## src/rtl/traffic_light_monitor.sv

```systemverilog
// traffic_light_monitor: passive checker on the four-way light bus.
// Decodes the N/S/E/W light codes into the active direction and phase, then
// flags illegal codes, conflicting greens, out-of-order phases and wrong run
// lengths. Every output is registered, so it reflects the previous sample.
//
// Ports:
//   clk, reset          clock; synchronous active-high reset
//   N/S/E/W_light[2:0]  light codes: 001 green, 010 yellow, 100 red
//   clr_err             clears err_sticky and err_count
//   active_dir[1:0]     decoded non-red direction (0 N, 1 W, 2 S, 3 E)
//   phase               0 green, 1 yellow
//   locked              monitor is synchronised to the light sequence
//   err_code            pulse: illegal code or all directions red
//   err_conflict        pulse: two or more directions non-red
//   err_order           pulse: illegal phase transition
//   err_timing          pulse: wrong run length
//   err_sticky          set by any error
//   err_count[7:0]      number of error cycles, saturating at 255
module traffic_light_monitor #(
   parameter int unsigned GREEN_CYCLES  = 16,
   parameter int unsigned YELLOW_CYCLES = 4
) (
   input  logic       clk,
   input  logic       reset,
   input  logic [2:0] N_light,
   input  logic [2:0] S_light,
   input  logic [2:0] E_light,
   input  logic [2:0] W_light,
   input  logic       clr_err,
   output logic [1:0] active_dir,
   output logic       phase,
   output logic       locked,
   output logic       err_code,
   output logic       err_conflict,
   output logic       err_order,
   output logic       err_timing,
   output logic       err_sticky,
   output logic [7:0] err_count
);

   localparam logic [2:0] CODE_GREEN  = 3'b001;
   localparam logic [2:0] CODE_YELLOW = 3'b010;
   localparam logic [2:0] CODE_RED    = 3'b100;
   localparam logic [7:0] GREEN_LEN   = 8'(GREEN_CYCLES);
   localparam logic [7:0] YELLOW_LEN  = 8'(YELLOW_CYCLES);
   localparam logic [7:0] CNT_MAX     = 8'hFF;

   typedef enum logic {SYNC, LOCKED} state_t;

   state_t     state_q, state_d;
   logic [7:0] run_len_q, run_len_d;
   logic [1:0] prev_dir_q, prev_dir_d;
   logic       prev_phase_q, prev_phase_d;
   logic       prev_valid_q, prev_valid_d;
   logic       overstay_q, overstay_d;
   logic [1:0] active_dir_q, active_dir_d;
   logic       phase_q, phase_d;
   logic       locked_q, locked_d;
   logic       err_code_q, err_code_d;
   logic       err_conflict_q, err_conflict_d;
   logic       err_order_q, err_order_d;
   logic       err_timing_q, err_timing_d;
   logic       err_sticky_q, err_sticky_d;
   logic [7:0] err_count_q, err_count_d;

   // Direction index order matches active_dir encoding: N, W, S, E
   logic [2:0] code_c [4];
   assign code_c[0] = N_light;
   assign code_c[1] = W_light;
   assign code_c[2] = S_light;
   assign code_c[3] = E_light;

   logic       illegal_c, all_red_c, valid_c;
   logic [2:0] nonred_cnt_c;
   logic [1:0] samp_dir_c;
   logic       samp_phase_c;

   // Per-sample decode
   always_comb begin
      illegal_c    = 1'b0;
      all_red_c    = 1'b1;
      nonred_cnt_c = 3'd0;
      samp_dir_c   = 2'd0;
      samp_phase_c = 1'b0;
      for (int i = 0; i < 4; i++) begin
         if (code_c[i] != CODE_RED) all_red_c = 1'b0;
         if (code_c[i] != CODE_GREEN && code_c[i] != CODE_YELLOW && code_c[i] != CODE_RED) begin
            illegal_c = 1'b1;
         end else if (code_c[i] != CODE_RED) begin
            nonred_cnt_c = nonred_cnt_c + 3'd1;
            samp_dir_c   = 2'(i);
            samp_phase_c = (code_c[i] == CODE_YELLOW);
         end
      end
      valid_c = !illegal_c && (nonred_cnt_c == 3'd1);
   end

   logic [7:0] cur_len_c, prev_len_c;
   logic       same_c, legal_step_c, any_err_c;
   logic       sticky_base_c;
   logic [7:0] count_base_c;

   // Sequence tracking and error accounting
   always_comb begin
      state_d        = state_q;
      run_len_d      = run_len_q;
      prev_dir_d     = prev_dir_q;
      prev_phase_d   = prev_phase_q;
      prev_valid_d   = prev_valid_q;
      overstay_d     = overstay_q;
      active_dir_d   = active_dir_q;
      phase_d        = phase_q;
      locked_d       = locked_q;
      err_code_d     = illegal_c || all_red_c;
      err_conflict_d = (nonred_cnt_c >= 3'd2);
      err_order_d    = 1'b0;
      err_timing_d   = 1'b0;

      cur_len_c    = samp_phase_c ? YELLOW_LEN : GREEN_LEN;
      prev_len_c   = prev_phase_q ? YELLOW_LEN : GREEN_LEN;
      same_c       = (samp_dir_c == prev_dir_q) && (samp_phase_c == prev_phase_q);
      // green -> same-direction yellow, or yellow -> next-direction green
      legal_step_c = (!prev_phase_q && samp_phase_c && samp_dir_c == prev_dir_q) ||
                     (prev_phase_q && !samp_phase_c && samp_dir_c == 2'(prev_dir_q + 2'd1));

      if (!valid_c) begin
         prev_valid_d = 1'b0;
         locked_d     = 1'b0;
         state_d      = SYNC;
         run_len_d    = 8'd0;
      end else begin
         unique case (state_q)
            SYNC: begin
               if (prev_valid_q && !same_c) begin
                  state_d    = LOCKED;
                  locked_d   = 1'b1;
                  run_len_d  = 8'd1;
                  overstay_d = 1'b0;
               end
            end
            LOCKED: begin
               if (same_c) begin
                  if (run_len_q != CNT_MAX) run_len_d = run_len_q + 8'd1;
                  // run_len reaches E+1 on this sample
                  if (run_len_q == cur_len_c && run_len_q != CNT_MAX && !overstay_q) begin
                     err_timing_d = 1'b1;
                     overstay_d   = 1'b1;
                  end
               end else begin
                  err_order_d  = !legal_step_c;
                  err_timing_d = (run_len_q < prev_len_c);
                  run_len_d    = 8'd1;
                  overstay_d   = 1'b0;
               end
            end
            default: state_d = SYNC;
         endcase
         active_dir_d = samp_dir_c;
         phase_d      = samp_phase_c;
         prev_dir_d   = samp_dir_c;
         prev_phase_d = samp_phase_c;
         prev_valid_d = 1'b1;
      end

      // Clear happens first so an error in the same cycle still counts
      any_err_c     = err_code_d || err_conflict_d || err_order_d || err_timing_d;
      sticky_base_c = clr_err ? 1'b0 : err_sticky_q;
      count_base_c  = clr_err ? 8'd0 : err_count_q;
      err_sticky_d  = sticky_base_c || any_err_c;
      err_count_d   = count_base_c;
      if (any_err_c && count_base_c != CNT_MAX) err_count_d = count_base_c + 8'd1;
   end

   // State and output registers
   always_ff @(posedge clk) begin
      if (reset) begin
         state_q        <= SYNC;
         run_len_q      <= 8'd0;
         prev_dir_q     <= 2'd0;
         prev_phase_q   <= 1'b0;
         prev_valid_q   <= 1'b0;
         overstay_q     <= 1'b0;
         active_dir_q   <= 2'd0;
         phase_q        <= 1'b0;
         locked_q       <= 1'b0;
         err_code_q     <= 1'b0;
         err_conflict_q <= 1'b0;
         err_order_q    <= 1'b0;
         err_timing_q   <= 1'b0;
         err_sticky_q   <= 1'b0;
         err_count_q    <= 8'd0;
      end else begin
         state_q        <= state_d;
         run_len_q      <= run_len_d;
         prev_dir_q     <= prev_dir_d;
         prev_phase_q   <= prev_phase_d;
         prev_valid_q   <= prev_valid_d;
         overstay_q     <= overstay_d;
         active_dir_q   <= active_dir_d;
         phase_q        <= phase_d;
         locked_q       <= locked_d;
         err_code_q     <= err_code_d;
         err_conflict_q <= err_conflict_d;
         err_order_q    <= err_order_d;
         err_timing_q   <= err_timing_d;
         err_sticky_q   <= err_sticky_d;
         err_count_q    <= err_count_d;
      end
   end

   assign active_dir   = active_dir_q;
   assign phase        = phase_q;
   assign locked       = locked_q;
   assign err_code     = err_code_q;
   assign err_conflict = err_conflict_q;
   assign err_order    = err_order_q;
   assign err_timing   = err_timing_q;
   assign err_sticky   = err_sticky_q;
   assign err_count    = err_count_q;

endmodule

```

## config.mk

```make
export PLATFORM = sky130hd
export DESIGN_NAME = traffic_light_monitor
export DESIGN_NICKNAME = d
export VERILOG_FILES = /design/src/rtl/traffic_light_monitor.sv
export SDC_FILE = /design/constraint.sdc
export NUM_CORES = 1
export LEC_CHECK = 0
export BUFFER_PORTS_ARGS = -buffer_cell sky130_fd_sc_hd__buf_2
export CORE_ASPECT_RATIO = 0.7
export CORE_UTILIZATION = 50
export DETAILED_ROUTE_END_ITERATION = 8
export MAX_ROUTING_LAYER = met4
export PLACE_DENSITY = 0.77
export SYNTH_ARGS = -nofsm -noshare
export SYNTH_HDL_FRONTEND = slang
export SYNTH_SLANG_ARGS = --single-unit
export TNS_END_PERCENT = 10
```

## constraint.sdc

```tcl
create_clock -name clk -period 5.1 [get_ports clk]
set_input_delay 1.02 -clock clk [delete_from_list [all_inputs] [get_ports clk]]
set_output_delay 1.02 -clock clk [all_outputs]
set_load 0.02 [all_outputs]
```

After elaboration in Yosys (flattened, before gate mapping). Cells that the tools add are included.

Add/sub/neg operators: 6. Multipliers: 0. Divide/modulo/power cells: 0. $lt $le $gt $ge: 2. Equal/unequal tests: 26. Shift operators: 0. Mux-type cells: 53. Bitwise gates (word level): 2. Reductions and logical operators: 34.

Operators with widths (count): $mux 8 (5); $mux 1 (34); $logic_and 1x1->1 (18); $mux 3 (6); $ne 3x2->1 const B (6); $add 8x1->8 const B (2); $ne 8x8->1 const B (2); $pmux 8 s2 (1); $eq 3x2->1 const B (4); $ne 3x1->1 const B (4); $ne 3x3->1 const B (4); $mux 5 (2); $add 3x1->3 const B (3); $eq 8x5->1 (1); $lt 8x5->1 (1); $mux 2 (4); $logic_not 1->1 (6); $logic_or 1x1->1 (6); $eq 2x2->1 (2); $reduce_and 2->1 (2); $eq 3x1->1 const B (1); $ge 3x2->1 const B (1); $reduce_and 3->1 (1); $add 2x1->2 const B (1); other kinds (5) (6).

Flip-flop bits (word level): 28. Latch bits: 0. Memory bits (writable): 0. ROM bits: 0. Input port bits: 15. Output and inout port bits: 17. Memories: 0.

Depth between registers and ports, before layout. Gate-level depths: netlist of run 1.

Word-level depth: 22. Depth in mapped cells: 16.

Worst setup path after synthesis of run 1. No wires, ideal clock.

Path kind: in2reg. Start point: input W_light[2]. End point: register err_count_q[4] (netlist: err_count[4]). Arrival: 4434 ps. Slack: 586 ps. Stages on the path: 14. Path through: buf_4 > or3b_4 > ha_1 > o211ai_1 > nand2_1 > ha_1 > mux2_2 > ha_1 > o31a_1 > nor2_1 > o211ai_1 > a22o_4 > or4_4 > a211oi_2.

Word-level cells in the longest chain between the ends: 20.

Ends and longest elaborated chain: from (decl) (line 28) `input logic [2:0] W_light,`; branches (longest 17 deep; another with $add 3x1->3); $logic_or 1x1->1 * (line 166) `any_err_c = err_code_d || err_conflict_d || err_order_d || err_timing_d;`; $logic_and 1x1->1 * (line 171) `if (any_err_c && count_base_c != CNT_MAX) err_count_d = count_base_c + 8'd1;`; $mux 8 * (line 171); to (signal assigned) (line 207) `err_count_q <= err_count_d;`; to (decl) (line 64) `logic [7:0] err_count_q, err_count_d;`.

Every way passes the cells marked *. A chain may end at the register's enable or synchronous reset.

Worst setup path in the final report of run 1. Same ends and word-level chain as after synthesis.

==> impl_metrics.tcl, run 1 <==
set metrics [dict create \
    die-area_um2 4299 \
    syn_area_um2 2018 \
    post_cts_buffers 0 \
    numCtsBuffers 3 \
    p_per_area_nw_per_um2 221.6 \
    setup_viol 0 \
    cts.reportedPaths.clkPinSlew_ns 0.10 \
    cts-resized-gates 0 \
    tightest_slew_ns 0.7138 \
    ys_ff_latch 28 \
    cts_tree "done" \
    critical_path_class "input port to flip-flop" \
    slowest_delay_ns 0.52 \
    vdd_drop_max_uv 130.1 \
    drt-vias-per-instance 5.801 \
    die_w_um 77.94 \
    syn_inst 248 \
    synth_edf_count 0 \
    required_ns 5.30 \
    fmax_mhz 220.0 \
    core_area_um2 3694 \
    hold_path_class "flip-flop to flip-flop" \
    rsz0062_at_grt "no" \
    grt_pass1_wl_um 7776 \
    fin_hold_ws_ns 0.4782 \
    vias 1868 \
    root_buffer "clkbuf_8" \
    worst_slack_ns 0.5540 \
    tns_ns 0 \
    clk-insertion-delay-late_ns 0.27 \
    timing.slew.headroom_pct 52.42 \
    fin_skew_ns 0.001849 \
    cp_cell_sequence "buf_2, or3b_4, ha_1, o211ai_1, nand2_1, ha_1, mux2_2, ha_1, o31a_1, nor2_1, o211ai_1, a22o_4, or4_4, a211oi_2" \
    p_leak_uw 0.0008644 \
    dr.pass1.iters 4 \
    p_seq_share_pct 45.1 \
    final_nets 297 \
    synthesis.nets 272 \
    start_util_pct 54.64 \
    numClockSinks 28 \
    async_flop_share_pct 0 \
    intPower_uw 363.1 \
    period_needed_ns 4.546 \
    ios 32 \
    cp-start-kind "input port" \
    clkPwrFrac_pct 35.4 \
    synth-main-ff-cell "dfxtp_1" \
    fin_util_pct 60.87 \
    port_buffers 31 \
    switching_share_pct 27.12 \
    n_fill_cell 344 \
    final.period_utilization_pct 89.14 \
    cp_max_fo 17 \
    diodes 0 \
    ant_nets 0 \
    drc 0 \
    cts_hold_buffers 0 \
    wl_per_cell_um 14.48 \
    power_uw 498.2 \
    power_frac_comb_pct 19.6 \
    clockBufferDepth 2 \
    dieHeight_um 55.16 \
    grt_max_degree 20 \
    switchingPower_uw 135.1 \
    hold_viol 0 \
    yosysSeqAreaShare_pct 27.77 \
    cp-end-kind "flip-flop" \
    path_common_cell "ha_1" \
    outcome "finished clean" \
    rows 18 \
    globalplace.congestion 0.8695 \
    grt_pass1_vias 1649 \
    grtUsageTotal_pct 24.01 \
    cts_max_level 1 \
    cp_slowest_cell "or4_4" \
    dp_worst_setup_slack_ns 0.2737 \
    worstPathArrival_ns 4.75 \
    drv_slew 0 \
    drtIter0Drc 99 \
    antenna_found_initial 0 \
    syn_to_final_growth_pct 11.41 \
    cap_violations 0 \
    wl_um 4664 \
    yosys_warnings 0 \
    dp_hpwl_um 3552 \
    drive_gt1_share_pct 17.65 \
    globalRoute.totalOverflow 0 \
    syn_avg_cell_area_um2 8.138 \
    ys_types 59 \
]
-- worst paths after layout --
path | start | to | slack [ns] | cells past startpoint
setup reg to reg | run_len_q[7]$_SDFFE_PP0P_ | err_count[4]$_SDFF_PP0_ | 2.33 | 8
setup / recovery | W_light[2] | err_count[4]$_SDFF_PP0_ | 0.55 | 14
hold reg to reg | err_sticky$_SDFF_PP0_ | err_sticky$_SDFF_PP0_ | 0.48 | 2
hold / removal | err_sticky$_SDFF_PP0_ | err_sticky$_SDFF_PP0_ | 0.48 | 2
-- logic make-up after synthesis --
group           share of synthesized area, %
flops                                  27.77
mux                                    2.542
compound gates                         22.50
simple gates                           30.87
buf+inv                                5.517
fa+ha+maj                              5.580
xor+xnor                               5.208
-- worst max-delay path: cells and delay by family --
kind                       cells  cell delay [ns]
and+or+nand+nor                4             1.25
AOI/OAI and AO/OA              5             1.14
adders and majority gates      3             0.87
muxes                          1             0.27
buffers and inverters          1             0.18
-- per-layer routing --
| layer | track usage, % | wire, µm | vias up |
|---|---|---|---|
| met5 | - | 0 | - |
| met4 | 1.852 | 12 | 0 |
| met3 | 5.410 | 309 | 2 |
| met2 | 37.76 | 1901 | 61 |
| met1 | 33.13 | 2440 | 847 |
| li1 | - | - | 958 |
-- sequential cells by signal, summed over array words and instances, names as in the netlist --
signal / count
locked: 1
prev_valid_q: 1
phase: 1
run_len_q: 8
err_order: 1
active_dir: 2
overstay_q: 1
err_code: 1
err_sticky: 1
err_conflict: 1
state_q: 1
err_count: 8
err_timing: 1
-- power groups by stage --
stage	registers (µW)	logic (µW)	clock network, µW
final	225	97.4	176
after global routing	225	107	191
after CTS	225	95.9	179
after detailed placement	230	95.4	0
after floorplan	234	65.4	0
after global placement	229	93.2	0
-- through the flow --
step,cell area [µm²],instances
2_1_floorplan,2018,248
3_3_place_gp,2177,318
3_5_place_dp,2177,318
4_1_cts,2248,322
5_1_grt,2248,322
6_report,2248,322
-- placed cells by master, fill, tap and decap left out, types with 9 or more instances in the layout --
master / n
xnor2_1: 9
ha_1: 9
nor3_1: 9
nand2_1: 9
dfxtp_1: 28
inv_1: 14
nand3_1: 10
nor2_1: 28
buf_2: 31
a21oi_1: 10
-- synth_stat cells (2+ instances only) --
cell type  instances  area share, %
a211oi_1           2           0.74
a21oi_1           10            2.5
a22oi_1            3            1.1
a31oi_1            2           0.62
and2_1             3           0.93
and3_1             4            1.2
and4_1             2           0.87
buf_2              2           0.50
buf_4              2           0.74
clkbuf_1           6            1.1
dfxtp_1           28             28
ha_1               9            5.6
inv_1             14            2.6
mux2i_1            4            2.0
nand2_1            9            1.7
nand2b_1           2           0.62
nand3_1           10            2.5
nand3b_1           3            1.1
nand4_1            4            1.2
nor2_1            28            5.2
nor2b_1            8            2.5
nor3_1             9            2.2
nor3b_1            2           0.74
nor4_1             4            1.2
nor4b_1            2           0.87
o211ai_1           6            2.2
o21ai_0            8            2.0
o21ai_1            4           0.99
o21bai_1           2           0.74
o22ai_1            2           0.62
o31a_1             3            1.3
o31ai_1            3            1.1
or2_1              4            1.2
or3_1              7            2.2
or3b_1             2           0.87
or4_1              2           0.74
xnor2_1            9            3.9
xor2_1             3            1.3
-- layout make-up --
cell class | count | area, µm² | share of cell area, %
Inverter | 14 | 52.55 | 2.337
Clock inverter | 1 | 30.03 | 1.336
Timing Repair Buffer | 31 | 155.1 | 6.900
Clock buffer | 3 | 41.29 | 1.836
Sequential cell | 28 | 560.5 | 24.93
Tap cell | 50 | 62.56 | 2.782
Multi-Input combinational cell | 195 | 1346 | 59.88
(Power assumes the default switching activity.)
==> run 2: changes to the inputs <==
--- a/config.mk
+++ b/config.mk
@@ -11,6 +11,7 @@
 export DETAILED_ROUTE_END_ITERATION = 8
 export MAX_ROUTING_LAYER = met4
 export PLACE_DENSITY = 0.77
+export RECOVER_POWER = 50
 export SYNTH_ARGS = -nofsm -noshare
 export SYNTH_HDL_FRONTEND = slang
 export SYNTH_SLANG_ARGS = --single-unit
==> constraint.sdc (replaced) <==
create_clock -name clk -period 5.5 [get_ports clk]
set_input_delay 1.1 -clock clk [delete_from_list [all_inputs] [get_ports clk]]
set_output_delay 1.1 -clock clk [all_outputs]
set_load 0.02 [all_outputs]
==> impl_metrics.tcl, run 2 (same netlist as run 1, synthesis figures left out) <==
set metrics [dict create \
    outcome "finished clean" \
    drive_gt1_share_pct 10.29 \
    drc 0 \
    wl_met2_um 1810 \
    met1_length_um 2506 \
    cts-resized-gates 0 \
    dp_hpwl_um 3519 \
    grt_max_degree 20 \
    wl_met3_um 211 \
    start_util_pct 54.64 \
    timing.slew.headroom_pct 50.74 \
    p_leak_uw 0.0007908 \
    final_area_um2 2217 \
    globalplace.congestion 0.8695 \
    vdd_drop_max_uv 133.2 \
    grtUsageTotal_pct 23.94 \
    hold_viol 0 \
    critical_path_class "input port to flip-flop" \
    fin_util_pct 60.03 \
    whs_path_depth 2 \
    cp-end-kind "flip-flop" \
    drt-vias-per-instance 5.792 \
    core_area_um2 3694 \
    root_buffer "clkbuf_8" \
    min-delay-start "err_sticky$_SDFF_PP0_" \
    grt_pass1_wl_um 7762 \
    vias 1865 \
    cap_violations 0 \
    globalRoute.totalOverflow 0 \
    drv_slew 0 \
    clk-insertion-delay-late_ns 0.28 \
    timing.rr.end "err_count[4]$_SDFF_PP0_" \
    drtIter0Drc 86 \
    tns_ns 0 \
    cp-start-kind "input port" \
    final.period_utilization_pct 87.68 \
    cts_hold_buffers 0 \
    p_per_area_nw_per_um2 206.2 \
    worst_slack_ns 0.6774 \
    post_dp_cell_area_um2 2177 \
    worstHoldEndpoint "err_sticky$_SDFF_PP0_" \
    syn_to_final_growth_pct 9.858 \
    rsz0062_at_grt "no" \
    n_fill_cell 359 \
    ios 32 \
    tightest_slew_ns 0.7286 \
    worstPathArrival_ns 5.03 \
    cts.reportedPaths.clkPinSlew_ns 0.10 \
    cts_max_level 1 \
    numCtsBuffers 3 \
    stdcell_count 322 \
    path_delay_family "simple AND/OR/NAND/NOR gates" \
    wl_um 4541 \
    cp_max_fo 17 \
    period_needed_ns 4.823 \
    rr_startpoint "active_dir[0]$_SDFFE_PP0P_" \
    dp_worst_setup_slack_ns 0.5611 \
    numClockSinks 28 \
    final_nets 297 \
    hold_path_class "flip-flop to flip-flop" \
    wl_per_cell_um 14.10 \
    ant_nets 0 \
    antenna_found_initial 0 \
    most-common-layout-cells "nor2_1, dfxtp_1, clkbuf_1, inv_1, buf_2" \
    setup_viol 0 \
    diodes 0 \
    top_layer "met4" \
    fmax_mhz 207.4 \
    fin_skew_ns 0.01210 \
    rows 18 \
    die-area_um2 4299 \
    dieHeight_um 55.16 \
    cp_cell_sequence "clkbuf_1, or3b_1, ha_1, o211ai_1, nand2_1, ha_1, mux2_2, ha_1, o31a_1, nor2_1, o211ai_1, a22o_4, or4_4, a211oi_2" \
    required_ns 5.71 \
    die_w_um 77.94 \
    grt_pass1_vias 1670 \
    cp_slowest_cell "or4_4" \
    slowest_delay_ns 0.52 \
    clockBufferDepth 2 \
    reg2reg_slack_ns 2.71 \
    cts_tree "done" \
    crit_buf_inv 1 \
    port_buffers 31 \
    post_cts_buffers 0 \
    dr.pass1.iters 4 \
    r2r.worst_path.cells 7 \
    path_common_cell "ha_1" \
    dp.cells 318 \
]
run 2: metal layers:
layer,up-vias,global-route usage (%)
li1,967,-
met1,857,34.22
met2,39,36.58
met3,2,4.098
met4,0,2.778
met5,-,-
run 2: worst min-delay path: stages, from the launching register on:
cell      delay [ns]
dfxtp_1         0.32
nand2b_1        0.06
a21oi_1         0.06
run 2: worst max path at each step:
stage | from | end | slack [ns] | depth (start not counted)
finish | W_light[2] | err_count[4]$_SDFF_PP0_ | 0.68 | 14
floorplan | W_light[2] | err_count[4]$_SDFF_PP0_ | 0.91 | 14
global route | W_light[2] | err_count[4]$_SDFF_PP0_ | 0.47 | 14
global placement | W_light[2] | err_count[4]$_SDFF_PP0_ | 0.68 | 14
detailed placement | W_light[2] | err_count[4]$_SDFF_PP0_ | 0.56 | 14
CTS | W_light[2] | err_count[4]$_SDFF_PP0_ | 0.86 | 14
run 2: per-stage QoR:
step	total power, µW	hold slack (ns)
after detailed placement	301.1	0.4685
after floorplan	277.3	0.4543
final	457.3	0.4823
after global placement	299.2	0.4616
after CTS	463.7	0.4852
after global routing	481.0	0.5211
run 2: cell type report:
cell class | count | area [µm²] | share of cell area, %
sequential | 28 | 560.5 | 25.28
timing repair buffer | 31 | 132.6 | 5.982
inverter | 14 | 52.55 | 2.370
clock buffer | 3 | 41.29 | 1.862
clock inverter | 1 | 30.03 | 1.354
multi-input combinational | 195 | 1338 | 60.33
tap | 50 | 62.56 | 2.822
run 2: where the power goes:
| part | total, µW | internal, µW | leakage [µW] | switching, µW |
|---|---|---|---|---|
| Combinational | 87.6 | 31.8 | 0.000528 | 55.7 |
| Clock | 161 | 97.4 | 0.0000357 | 63.9 |
| Sequential | 208 | 206 | 0.000227 | 2.41 |
